## src/rtl/uart_pkg.sv

```systemverilog
// Shared UART receive definitions: sequencer states and default timebase constants.
// The PARITY state exists only when UART_RX_PARITY_EN is defined.
package uart_pkg;

    localparam int DATA_BITS          = 8;
    localparam int DEFAULT_DIVISOR    = 27;
    localparam int DEFAULT_OVERSAMPLE = 16;

    typedef enum logic [2:0] {
        ST_IDLE      = 3'd0,
        ST_START     = 3'd1,
        ST_DATA      = 3'd2,
        ST_STOP      = 3'd3,
        ST_WAIT_IDLE = 3'd4
`ifdef UART_RX_PARITY_EN
        ,
        ST_PARITY    = 3'd5
`endif
    } rx_state_t;

    // Even parity: the XOR of the data bits must equal the transmitted parity bit.
    function automatic logic even_parity(input logic [DATA_BITS-1:0] d);
        return ^d;
    endfunction

endpackage

```

## src/rtl/uart_rx_fifo.sv

```systemverilog
// Small elastic buffer for received bytes with a registered head output.
// A push into a full buffer is dropped unless a pop happens on the same clock.
module uart_rx_fifo #(
    parameter int DEPTH = 4,
    parameter int WIDTH = 8
) (
    input  logic                       clk,
    input  logic                       reset_n,
    input  logic                       push,
    input  logic [WIDTH-1:0]           din,
    input  logic                       pop_req,
    output logic [WIDTH-1:0]           dout,
    output logic                       valid,
    output logic [$clog2(DEPTH):0]     count,
    output logic                       overrun
);

    localparam int PW = $clog2(DEPTH);
    localparam int CW = PW + 1;

    logic [WIDTH-1:0] mem [DEPTH];
    logic [PW-1:0]    wr_ptr;
    logic [PW-1:0]    rd_ptr;
    logic [PW-1:0]    rd_nxt;
    logic [CW-1:0]    count_q;
    logic [WIDTH-1:0] head_q;
    logic             empty;
    logic             full;
    logic             do_pop;
    logic             do_push;

    assign empty   = (count_q == '0);
    assign full    = (count_q == CW'(DEPTH));
    assign do_pop  = pop_req & ~empty;
    assign do_push = push & (~full | do_pop);
    assign rd_nxt  = rd_ptr + PW'(1);

    always_ff @(posedge clk) begin
        if (do_push) begin
            mem[wr_ptr] <= din;
        end
    end

    always_ff @(posedge clk or negedge reset_n) begin
        if (!reset_n) begin
            wr_ptr  <= '0;
            rd_ptr  <= '0;
            count_q <= '0;
            head_q  <= '0;
            overrun <= 1'b0;
        end else begin
            overrun <= push & full & ~do_pop;
            if (do_push) begin
                wr_ptr <= wr_ptr + PW'(1);
            end
            if (do_pop) begin
                rd_ptr <= rd_nxt;
            end
            case ({do_push, do_pop})
                2'b10:   count_q <= count_q + CW'(1);
                2'b01:   count_q <= count_q - CW'(1);
                default: count_q <= count_q;
            endcase
            // Head follows the next stored entry on pop, or the incoming byte
            // when that byte becomes the only entry.
            if (do_pop) begin
                if (count_q > CW'(1)) begin
                    head_q <= mem[rd_nxt];
                end else if (do_push) begin
                    head_q <= din;
                end
            end else if (do_push && empty) begin
                head_q <= din;
            end
        end
    end

    assign dout  = head_q;
    assign valid = ~empty;
    assign count = count_q;

endmodule

```

## src/rtl/uart_rx_ctrl.sv

```systemverilog
// UART receive controller: synchronizer, oversampling timebase, frame sequencer and byte buffer.
// Define UART_RX_PARITY_EN to add an even-parity bit after the eighth data bit.
//
// state      | meaning
// -----------+-----------------------------------------------------------
// IDLE       | line idle, counters held at 0, waiting for rx_s low
// START      | start bit seen, re-checked at mid-bit to reject glitches
// DATA       | eight data bits sampled at mid-bit, LSB first
// PARITY     | even-parity bit sampled at mid-bit (UART_RX_PARITY_EN only)
// STOP       | stop bit sampled: high pushes the byte, low flags framing
// WAIT_IDLE  | after a framing error, wait for the line to return high
module uart_rx_ctrl
    import uart_pkg::*;
#(
    parameter int DIVISOR    = DEFAULT_DIVISOR,
    parameter int OVERSAMPLE = DEFAULT_OVERSAMPLE,
    parameter int FIFO_DEPTH = 4
) (
    input  logic                          clk,
    input  logic                          reset_n,
    input  logic                          rx_serial,
    output logic [7:0]                    data_out,
    output logic                          data_valid,
    input  logic                          data_ready,
    output logic                          frame_err,
    output logic                          parity_err,
    output logic                          overrun,
    output logic [$clog2(FIFO_DEPTH):0]   fifo_count
);

    localparam int PSW = $clog2(DIVISOR);
    localparam int SSW = $clog2(OVERSAMPLE);
    localparam int BW  = $clog2(DATA_BITS);

    rx_state_t             state;
    rx_state_t             state_nxt;
    logic                  rx_meta;
    logic                  rx_s;
    logic [PSW-1:0]        presc;
    logic [SSW-1:0]        samp;
    logic                  tick;
    logic                  mid;
    logic [BW-1:0]         bit_idx;
    logic                  last_bit;
    logic [DATA_BITS-1:0]  shifter;
    logic                  byte_ok;
    logic                  push;
    logic                  frame_err_d;
`ifdef UART_RX_PARITY_EN
    logic                  parity_err_d;
    logic                  par_bad;
`endif

    always_ff @(posedge clk or negedge reset_n) begin
        if (!reset_n) begin
            rx_meta <= 1'b1;
            rx_s    <= 1'b1;
        end else begin
            rx_meta <= rx_serial;
            rx_s    <= rx_meta;
        end
    end

    // Timebase is parked at zero whenever no frame is in progress, so a frame
    // always starts its bit timing from the start-detection clock.
    assign tick     = (presc == PSW'(DIVISOR - 1));
    assign mid      = tick && (samp == SSW'(OVERSAMPLE / 2 - 1));
    assign last_bit = (bit_idx == BW'(DATA_BITS - 1));

    always_ff @(posedge clk or negedge reset_n) begin
        if (!reset_n) begin
            presc <= '0;
            samp  <= '0;
        end else if (state == ST_IDLE || state == ST_WAIT_IDLE) begin
            presc <= '0;
            samp  <= '0;
        end else if (tick) begin
            presc <= '0;
            samp  <= (samp == SSW'(OVERSAMPLE - 1)) ? '0 : samp + SSW'(1);
        end else begin
            presc <= presc + PSW'(1);
        end
    end

    always_ff @(posedge clk or negedge reset_n) begin
        if (!reset_n) begin
            state <= ST_IDLE;
        end else begin
            state <= state_nxt;
        end
    end

    always_comb begin
        state_nxt = state;
        case (state)
            ST_IDLE:      if (!rx_s) state_nxt = ST_START;
            ST_START:     if (mid) state_nxt = rx_s ? ST_IDLE : ST_DATA;
`ifdef UART_RX_PARITY_EN
            ST_DATA:      if (mid && last_bit) state_nxt = ST_PARITY;
            ST_PARITY:    if (mid) state_nxt = ST_STOP;
`else
            ST_DATA:      if (mid && last_bit) state_nxt = ST_STOP;
`endif
            ST_STOP:      if (mid) state_nxt = rx_s ? ST_IDLE : ST_WAIT_IDLE;
            ST_WAIT_IDLE: if (rx_s) state_nxt = ST_IDLE;
            default:      state_nxt = ST_IDLE;
        endcase
    end

`ifdef UART_RX_PARITY_EN
    assign byte_ok = ~par_bad;
`else
    assign byte_ok = 1'b1;
`endif

    always_comb begin
        push        = 1'b0;
        frame_err_d = 1'b0;
`ifdef UART_RX_PARITY_EN
        parity_err_d = 1'b0;
`endif
        case (state)
            ST_STOP: begin
                if (mid) begin
                    push        = rx_s & byte_ok;
                    frame_err_d = ~rx_s;
                end
            end
`ifdef UART_RX_PARITY_EN
            ST_PARITY: begin
                if (mid) begin
                    parity_err_d = even_parity(shifter) ^ rx_s;
                end
            end
`endif
            default: ;
        endcase
    end

    always_ff @(posedge clk or negedge reset_n) begin
        if (!reset_n) begin
            bit_idx <= '0;
            shifter <= '0;
`ifdef UART_RX_PARITY_EN
            par_bad <= 1'b0;
`endif
        end else begin
            case (state)
                ST_START: begin
                    if (mid) begin
                        bit_idx <= '0;
`ifdef UART_RX_PARITY_EN
                        par_bad <= 1'b0;
`endif
                    end
                end
                ST_DATA: begin
                    if (mid) begin
                        shifter <= {rx_s, shifter[DATA_BITS-1:1]};
                        bit_idx <= bit_idx + BW'(1);
                    end
                end
`ifdef UART_RX_PARITY_EN
                ST_PARITY: begin
                    if (mid) begin
                        par_bad <= parity_err_d;
                    end
                end
`endif
                default: ;
            endcase
        end
    end

    always_ff @(posedge clk or negedge reset_n) begin
        if (!reset_n) begin
            frame_err <= 1'b0;
        end else begin
            frame_err <= frame_err_d;
        end
    end

`ifdef UART_RX_PARITY_EN
    always_ff @(posedge clk or negedge reset_n) begin
        if (!reset_n) begin
            parity_err <= 1'b0;
        end else begin
            parity_err <= parity_err_d;
        end
    end
`else
    assign parity_err = 1'b0;
`endif

    uart_rx_fifo #(
        .DEPTH (FIFO_DEPTH),
        .WIDTH (DATA_BITS)
    ) u_fifo (
        .clk     (clk),
        .reset_n (reset_n),
        .push    (push),
        .din     (shifter),
        .pop_req (data_ready),
        .dout    (data_out),
        .valid   (data_valid),
        .count   (fifo_count),
        .overrun (overrun)
    );

endmodule

```

## config.mk

```make
export PLATFORM = sky130hd
export DESIGN_NAME = uart_rx_ctrl
export DESIGN_NICKNAME = d
export VERILOG_FILES = /design/src/rtl/uart_pkg.sv /design/src/rtl/uart_rx_fifo.sv /design/src/rtl/uart_rx_ctrl.sv
export SDC_FILE = /design/constraint.sdc
export NUM_CORES = 1
export LEC_CHECK = 0
export BUFFER_PORTS_ARGS = -buffer_cell sky130_fd_sc_hd__buf_4
export CORE_ASPECT_RATIO = 0.8
export CORE_MARGIN = 2
export CORE_UTILIZATION = 35
export CTS_CLUSTER_DIAMETER = 30
export DETAILED_ROUTE_END_ITERATION = 10
export PLACE_DENSITY_LB_ADDON = 0.15
export SLEW_MARGIN = 10
export SYNTH_ARGS = -nofsm -noshare
export SYNTH_HDL_FRONTEND = slang
export SYNTH_SLANG_ARGS = --single-unit
```

## constraint.sdc

```tcl
create_clock -name clk -period 2.4 [get_ports clk]
set_input_delay 0.48 -clock clk [delete_from_list [all_inputs] [get_ports clk]]
set_output_delay 0.48 -clock clk [all_outputs]
set_load 0.02 [all_outputs]
```

### After elaboration in Yosys (flattened, before gate mapping)

Memories as Yosys holds them, arrays and structs flattened.
Index checks and enable logic that the tools add are counted.

* memory bits (writable): 32
* memories: 1
* word-level logic and storage cells: 90
* input bits: 4
* register bits after elaboration: 42

Memory list
* u_fifo.mem: words 4, bits a word 8, read ports 1, clocked after memory_dff 0, write ports 1, RTL line uart_rx_fifo.sv:21 `logic [WIDTH-1:0] mem [DEPTH];`

* mux-type cells: 27
* reductions and logical operators: 14
* eq/ne operators: 18
* add/sub/neg operators: 7
* bitwise logic cells: 9
* $lt $le $gt $ge: 1

Operator list (count)
* 8-bit two-way mux: 4
* 3-bit two-way mux: 8
* 3-bit case mux with 5 select lines: 1
* 4-bit two-way mux: 3
* 2-bit != test, second input constant: 6
* 3-bit case mux with 2 select lines: 2
* 5-bit two-way mux: 2
* 3-bit equality test, second input constant: 3
* 2-bit nonzero test: 4
* 3-bit by 1-bit adder with 3-bit output, second input constant: 2
* 3-bit by 2-bit equality test with 1-bit output, second input constant: 2
* 3-bit zero test: 2
* 1-bit two-way mux: 6
* 5-bit by 1-bit adder with 5-bit output, second input constant: 1
* 5-bit equality test, second input constant: 1
* 5-bit AND reduction: 1
* 2-bit by 1-bit adder with 2-bit output, second input constant: 2
* 4-bit by 1-bit adder with 4-bit output, second input constant: 1
* 1-bit bitwise AND: 4
* 4-bit by 3-bit equality test with 1-bit output, second input constant: 1
* 4-bit equality test, second input constant: 1
* 1-bit inverter: 4
* 2-bit AND reduction: 2
* 3-bit by 1-bit equality test with 1-bit output, second input constant: 1
* other kinds (10): 12

### Depth between registers and ports, before layout

Gate-level depths: netlist of run 1.

* word-level depth: 8
* mapped depth: 8

### Cells and area by module

Synthesis of run 1 repeated with hierarchy kept, for this count alone.

* cells, all modules: 254
* area, all modules: 3393.3 µm²

By module, submodules not included
* uart_rx_fifo: cells an instance 148, area an instance 2164.6 µm², times used 1
* uart_rx_ctrl: cells an instance 106, area an instance 1228.7 µm², times used 1

### Worst setup path after synthesis of run 1

No wires, ideal clock.

* path type: register to register
* start point: reg samp[0]
* end point: mem u_fifo.mem[0][0] (enable)
* path slack: 0.157 ns
* cell stages (with the launch flop): 6
* required time: 2.068 ns
* path buffers: 1
* arrival time: 1.912 ns
* setup time: 0.332 ns
* cells stage by stage: dfrtp_1 -> ha_1 -> or3b_4 -> nor4_4 -> buf_2 -> and3_1

* longest elaborated chain between the ends: 7

RTL lines
* start: declaration: RTL line uart_rx_ctrl.sv:40 `logic [SSW-1:0] samp;`
* start signal: assignment: RTL line uart_rx_ctrl.sv:79 `samp <= (samp == SSW'(OVERSAMPLE - 1)) ? '0 : samp + SSW'(1);`
* 4-bit by 3-bit equality test with 1-bit output: RTL line uart_rx_ctrl.sv:67 `assign mid = tick && (samp == SSW'(OVERSAMPLE / 2 - 1));`
* 1-bit logical AND: RTL line uart_rx_ctrl.sv:67
* 1-bit two-way mux: RTL line uart_rx_ctrl.sv:124 `if (mid) begin`
* 1-bit two-way mux: RTL line uart_rx_ctrl.sv:122 `case (state)`
* 1-bit bitwise AND: RTL line uart_rx_fifo.sv:35 `assign do_push = push & (~full | do_pop);`
* 1-bit two-way mux: RTL line uart_rx_fifo.sv:39 `if (do_push) begin`
* 1-bit two-way mux (not written as such): RTL line uart_rx_fifo.sv:40 `mem[wr_ptr] <= din;`
* end: declaration: RTL line uart_rx_fifo.sv:21

No other way between the ends.

### Worst setup path after layout of run 1

* start point: reg samp[0]
* end point: reg u_fifo.count_q[1] (netlist: u_fifo.count[1])

* longest elaborated chain between the ends: 7

RTL lines
* 4-bit by 3-bit equality test with 1-bit output *: RTL line uart_rx_ctrl.sv:67
* 1-bit logical AND *: RTL line uart_rx_ctrl.sv:67
* 1-bit two-way mux *: RTL line uart_rx_ctrl.sv:124
* 1-bit two-way mux *: RTL line uart_rx_ctrl.sv:122
* 1-bit bitwise AND *: RTL line uart_rx_fifo.sv:35
* 2-bit by 1-bit equality test with 1-bit output / 2-bit equality test (equally long branches): RTL line uart_rx_fifo.sv:59 `case ({do_push, do_pop})`
* 3-bit case mux with 2 select lines / 2-bit nonzero test (equally long branches)
* end signal: assignment: RTL line uart_rx_fifo.sv:60 `2'b10: count_q <= count_q + CW'(1);`
* end signal: assignment: RTL line uart_rx_fifo.sv:61 `2'b01: count_q <= count_q - CW'(1);`
* end signal: assignment: RTL line uart_rx_fifo.sv:62 `default: count_q <= count_q;`
* end: declaration: RTL line uart_rx_fifo.sv:25 `logic [CW-1:0] count_q;`

Mark *: on every way between the ends. The rest lies on a longest branch, timed or not.
A chain may end at the register's enable or synchronous reset.

==> results_dict.tcl, run 1 <==
set metrics [dict create \
    yosys_register_bits 74 \
    fp.dieH_microns 91.2 \
    yosysSeqAreaShare_pct 60.5 \
    fin_crit_ns 2.26 \
    violations "DRC" \
    synth_xor_area_share_pct 1.84 \
    worst_clock_skew_ns 0.00546 \
    ys_types 49 \
    rr_endpoint "u_fifo.count[1]" \
    totalWireLength_microns 7010 \
    fin_crit_sh_pct 94.3 \
    fin_nets 296 \
    antenna_cells 0 \
    synth_compound_area_share_pct 11.4 \
    max_freq_mhz 442 \
    critPathKind "flop to flop" \
    gp_congestion 0.776 \
    multi_input_area_sq_um 1230 \
    r2r_cells 5 \
    clkTransAtPathRegs_ns 0.06 \
    antenna_found_initial 0 \
    die-area_sq_um 10300 \
    wl_per_cell_microns 17.6 \
    p_leak_nw 1.72 \
    cp-end-kind "flop" \
    worstMarginPinSlew_ns 0.624 \
    clkSinkCount 74 \
    power_density_nw_per_um2 921 \
    rsz0062_at_grt "false" \
    irDropWorstVdd_mv 0.405 \
    synth_warnings 0 \
    crit_start "samp[0]" \
    final_cell_mix "40 x dfrtp_1, 36 x buf_4, 32 x edfxtp_1" \
    drc 1 \
    cts-root-buf "clkbuf_16" \
    crit_path_start_kind "flop" \
    critPathRequiredTime_ns 2.65 \
    initial_utilization_pct 36.4 \
    final_common_cell "dfrtp_1" \
    syn-cell-area_sq_um 3330 \
    fillers 839 \
    status "finished, violations left" \
    rows 31 \
    die_w_microns 113 \
    ioPinCount 19 \
    dpl.hpwl_microns 4600 \
    drive_above_1_share_pct 26.8 \
    tritoncts "built" \
    viasPerCell 5.36 \
    core_sq_um 9150 \
    synth-simple-area-share_pct 9.74 \
    clock_latency_ns 0.33 \
    synthArstFlopShare_pct 56.8 \
    drtIter0Drc 82 \
    arrival_ns 2.51 \
    synthTopCellsByArea "dfrtp_1 30%, edfxtp_1 29%, mux4_2 5.4%" \
    finalSetupViolations 0 \
    clockBufferDepth 2 \
    muxShareOfSynthArea_pct 8.87 \
    synthDominantCellAreaShare_pct 30.1 \
    synth_top_family_by_area "compound AO/OA/AOI/OAI gates" \
    antenna_left 0 \
    cp-endpoint "u_fifo.count[1]" \
    slew_headroom_pct 58.4 \
    ff_latch_area_sq_um 2010 \
    grtUsageTotal_pct 14.7 \
    grt_max_degree 43 \
    reg2reg_setup_slack_ns 0.14 \
    portBuffers 17 \
    grt.overflow.total 0 \
    vias 2138 \
    slew_viol_final 0 \
    hold_class "primary input to asynchronous set/reset pin" \
    fin_setup_tns_ns 0 \
    synth_fa_ha_area_share_pct 4.89 \
    area_delta_synth_final_pct 19.1 \
    synth_ff_type "dfrtp_1" \
    cp_max_fo 14 \
    r2r_start "samp[0]" \
    yosysTopAreaCell "dfrtp_1" \
    netlist_instances 244 \
    cts-resized-gates 0 \
    drv_cap 0 \
    grt_pass1_wl_microns 11600 \
    cts-buffers-inserted 9 \
    cts_max_level 3 \
    hold_viol 0 \
    syn-num-nets 261 \
    power_mw 3.65 \
    grt_pass1_vias 2129 \
    synth_edf_count 32 \
    first_pass_iters 7 \
    syn_avg_cell_area_sq_um 13.6 \
]
final cells by class:
cell class	instances	area share (%)
Clock buffer	9	5.68
Clock inverter	7	1.33
Inverter	8	0.758
Multi-Input combinational cell	150	30.9
Sequential cell	74	50.8
Tap cell	115	3.63
Timing Repair Buffer	36	6.82
routing by layer:
| layer | part of all wire, % | GRT usage (%) |
|---|---|---|
| met1 | 51 | 21.4 |
| met2 | 43 | 20.3 |
| met3 | 4.9 | 4.87 |
| met4 | 1.8 | 5.89 |
| met5 | 0 | 0 |
worst min path at each step:
stage	from	to	slack (ns)	cells after the start
after floorplan	reset_n	bit_idx[0]	0.18	0
after global placement	rx_meta	rx_s	0.35	0
after detailed placement	rx_meta	rx_s	0.35	0
after CTS	reset_n	shifter[1]	0.16	1
after global routing	reset_n	shifter[1]	0.19	1
final	reset_n	shifter[1]	0.14	1
synthesized netlist by cell type, types with 2 or more instances:
library cell / count
inv_1: 8
nand3_1: 9
a31oi_1: 3
nand2b_1: 3
xnor2_1: 4
xor2_1: 3
ha_1: 13
nor4_1: 2
a2bb2oi_1: 8
mux4_2: 8
nor2_1: 13
and3_1: 4
clkbuf_1: 6
edfxtp_1: 32
buf_1: 3
nand2_1: 11
dfstp_2: 2
a311oi_1: 3
a22o_1: 3
and4b_1: 2
mux2_2: 8
o21ai_0: 16
a32oi_1: 8
dfrtp_1: 40
nand3b_1: 3
a21oi_1: 6
state kept, by name (all words and copies together), names as in the netlist:
register,cells
samp,4
u_fifo.dout,8
state,3
u_fifo.wr_ptr,2
frame_err,1
bit_idx,3
shifter,8
rx_meta,1
u_fifo.overrun,1
presc,5
u_fifo.rd_ptr,2
rx_s,1
u_fifo.count,3
u_fifo.mem,32
worst max-delay path, stage by stage (launching register included):
cell     delay [ns]
dfrtp_1        0.41
ha_1           0.25
or3b_4         0.43
or4_4          0.60
mux2_4         0.33
a22oi_1        0.14
power breakdown:
group          switching, mW  internal (mW)  total [mW]
sequential             0.174           1.43        1.60
combinational          0.429          0.384       0.812
clock                  0.528          0.705        1.23
cell families after synthesis:
logic type,Yosys count
mux,18
simple gates,57
fa+ha+maj,13
xor+xnor,7
flops,74
buf+inv,20
other cells,1
compound gates,54
per-stage QoR:
stage / instances / cell area, sq um / util [%] / hold WS, ns / worst slack (ns)
CTS: 397 / 3950 / 43.1 / 0.165 / 0.0600
finish: 399 / 3960 / 43.3 / 0.140 / 0.138
global placement: 381 / 3670 / 40.1 / 0.347 / 0.195
floorplan: 244 / 3330 / - / 0.184 / 0.157
detailed placement: 381 / 3670 / 40.1 / 0.347 / 0.0999
global route: 399 / 3960 / 43.3 / 0.189 / 0.0535
timing repair:
| item | 4_1_cts | 5_1_grt |
|---|---|---|
| setup endpoints to repair | 0 | 18 |
| setup buffers | 0 | 2 |
| hold buffers | 0 | 0 |
Note: power is estimated with default switching activity, not from simulation.
==> run 2, diff against run 1 <==
- ABC_AREA: unset -> 1
- BUFFER_PORTS_ARGS: -buffer_cell sky130_fd_sc_hd__buf_4 -> unset
- DONT_BUFFER_PORTS: unset -> 1
==> run 2 against run 1 <==
  * The flow now finishes without violations
  * Sequential share of layout area grew 0.47 points
  * Highest routed layer unchanged
  * Sequential power is 18% lower
  * Count of clock-buffer cells in the layout increased by 2
  * Area after synthesis rose by 2.8%
  * Clock skew rose by 0.0012 ns
==> results_dict.tcl, run 2 <==
set metrics [dict create \
    cts-buffers-inserted 9 \
    syn-num-nets 366 \
    final_common_cell "nand2_1" \
    die_w_microns 115 \
    antenna_cells 0 \
    grt_max_degree 43 \
    p_leak_nw 1.81 \
    drtIter0Drc 177 \
    reg2reg_setup_slack_ns 0.37 \
    netlist_instances 349 \
    fillers 937 \
    status "completed" \
    synthArstFlopShare_pct 56.8 \
    synth_most_common_cell "nand2_1" \
    grt.overflow.total 0 \
    totalWireLength_microns 6750 \
    hold_class "primary input to flop" \
    tritoncts "built" \
    fin_nets 379 \
    drc 0 \
    cp_slowest_cell "dfstp_2" \
    slew_viol_final 0 \
    multi_input_area_sq_um 1230 \
    r2r_start "rx_s" \
    hold_viol 0 \
    antenna_left 0 \
    critPathKind "flop to flop" \
    rows 32 \
    clock_latency_ns 0.33 \
    area_delta_synth_final_pct 14.7 \
    r2r_cells 7 \
    rr_endpoint "u_fifo.mem[2][7]" \
    synth_ff_type "dfrtp_1" \
    crit_path_start_kind "flop" \
    cp_max_fo 8 \
    synth_warnings 0 \
    ioPinCount 19 \
    cp-endpoint "u_fifo.mem[2][7]" \
    portBuffers 0 \
    power_mw 2.77 \
    fp.dieH_microns 92.4 \
    fin_util_pct 41.0 \
    post_cts_buffers 0 \
    ff_latch_area_sq_um 2010 \
    irDropWorstVdd_mv 0.499 \
    max_freq_mhz 492 \
    drv_cap 0 \
    antenna_found_initial 0 \
    grt_pass1_vias 2292 \
    cts-root-buf "clkbuf_16" \
    vias 2246 \
    grt_pass1_wl_microns 11500 \
    synthTopCellsByCount "108 x nand2_1, 40 x dfrtp_1, 32 x edfxtp_1, 32 x inv_1, 28 x nand3_1" \
    fin_crit_ns 2.03 \
    syn-cell-area_sq_um 3420 \
    syn_avg_cell_area_sq_um 9.81 \
    worst_clock_skew_ns 0.00669 \
    largest_register_ffs 32 \
    cpPeakStageDelay_ns 0.54 \
    drive_above_1_share_pct 10.6 \
    dpl.hpwl_microns 4790 \
    synthDominantCellAreaShare_pct 29.3 \
    arrival_ns 2.07 \
    die-area_sq_um 10600 \
    regMostFlops "u_fifo.mem" \
    power_density_nw_per_um2 704 \
    first_pass_iters 4 \
    core_sq_um 9570 \
    yosys_register_bits 74 \
    grtUsageTotal_pct 14.4 \
    yosysSeqAreaShare_pct 58.9 \
    gp_congestion 0.837 \
    wl_per_cell_microns 13.9 \
    ys_types 31 \
    critPathRequiredTime_ns 2.44 \
    viasPerCell 4.62 \
    fin_ws_ns 0.367 \
    worstMarginPinSlew_ns 0.522 \
    clkTransAtPathRegs_ns 0.05 \
    synthTopCellsByArea "dfrtp_1 29%, edfxtp_1 28%, nand2_1 12%" \
    holdCritStartpoint "rx_serial" \
    initial_utilization_pct 35.8 \
    crit_chain "inv_1 -> nor2_1 -> nand2_4 -> nor2_4 -> inv_1 -> nor2_1 -> buf_4" \
    crit_start "rx_s" \
    final_cell_mix "108 x nand2_1, 40 x dfrtp_1, 32 x inv_1, 32 x edfxtp_1, 28 x nand3_1" \
    fin_setup_tns_ns 0 \
    finalSetupViolations 0 \
    cp-end-kind "flop" \
    place_ws_ns 0.370 \
    fin_crit_sh_pct 84.7 \
    clockBufferDepth 2 \
    rsz0062_at_grt "false" \
    slew_headroom_pct 65.0 \
    synth_edf_count 32 \
    clkSinkCount 74 \
    yosysTopAreaCell "dfrtp_1" \
    cts_max_level 3 \
]
## run 2: cell count changes after synthesis, sizes merged, moves of 4 or more
cell	before	now
a32oi	8	0
nand2	11	115
and3	4	0
xor2	3	7
clkbuf	6	1
inv	8	35
nor2	13	24
a21oi	6	15
mux2	9	0
a2bb2oi	8	0
o21ai	16	20
nand3	9	30
mux4	8	0
## run 2: stage by stage
| step | instances | area (sq um) | hold WS [ns] |
|---|---|---|---|
| floorplan | 349 | 3420 | 0.184 |
| global placement | 468 | 3570 | 0.185 |
| detailed placement | 468 | 3570 | 0.185 |
| CTS | 486 | 3930 | 0.130 |
| global route | 486 | 3930 | 0.128 |
| finish | 486 | 3930 | 0.149 |
## run 2: routing by layer
metal,GRT usage [%],part of all wire (%)
met2,20.5,42
met5,0,0
met3,4.32,3.6
met4,6.50,2.5
met1,20.1,51
## run 2: repair_timing
item,in CTS,in global routing
endpoints found under the setup margin,0,0
gates resized for setup,0,0
hold buffers,2,0
hold endpoints to repair,42,0
## run 2: worst min path at each step
stage / end / cells past startpoint / slack (ns)
6_report: rx_meta / 0 / 0.15
4_1_cts: rx_meta / 0 / 0.13
3_3_place_gp: u_fifo.dout[2] / 0 / 0.19
2_1_floorplan: bit_idx[0] / 0 / 0.18
5_1_grt: rx_meta / 0 / 0.13
3_5_place_dp: u_fifo.dout[2] / 0 / 0.19
## run 2: power breakdown
part           internal, mW  leakage (nW)  switching (mW)  total, mW
Clock                 0.934         0.157           0.489       1.42
Combinational       0.00627         0.891          0.0174     0.0237
Sequential             1.32         0.760        0.000986       1.32
Total                  2.26          1.81           0.507       2.77
## run 2: cells by family (layout without fill, tap and decap cells)
logic type                 Yosys count  after routing  synth area share (%)
muxes                                1              1                 0.293
and+or+nand+nor                    175            175                  23.0
AOI/OAI and AO/OA                   36             36                  5.67
other                                1              1                 0.110
adders and majority gates           13             13                  4.75
xor gates and xnor gates             8              8                  2.05
DFF                                 74             74                  58.9
buffers and inverters               41             59                  5.30
## run 2: layout make-up
| type | count | area share (%) |
|---|---|---|
| Multi-Input combinational cell | 234 | 31.2 |
| Timing Repair Buffer | 8 | 2.10 |
| Clock inverter | 5 | 1.98 |
| Clock buffer | 11 | 6.18 |
| Sequential cell | 74 | 51.3 |
| Tap cell | 119 | 3.79 |
| Inverter | 35 | 3.41 |
## run 2: worst max-delay path, delay by kind of cell (launching register included)
family                 cells  cell delay [ns]
buffers and inverters      3             0.36
flip-flops                 1             0.54
AND/OR/NAND/NOR            4             0.84
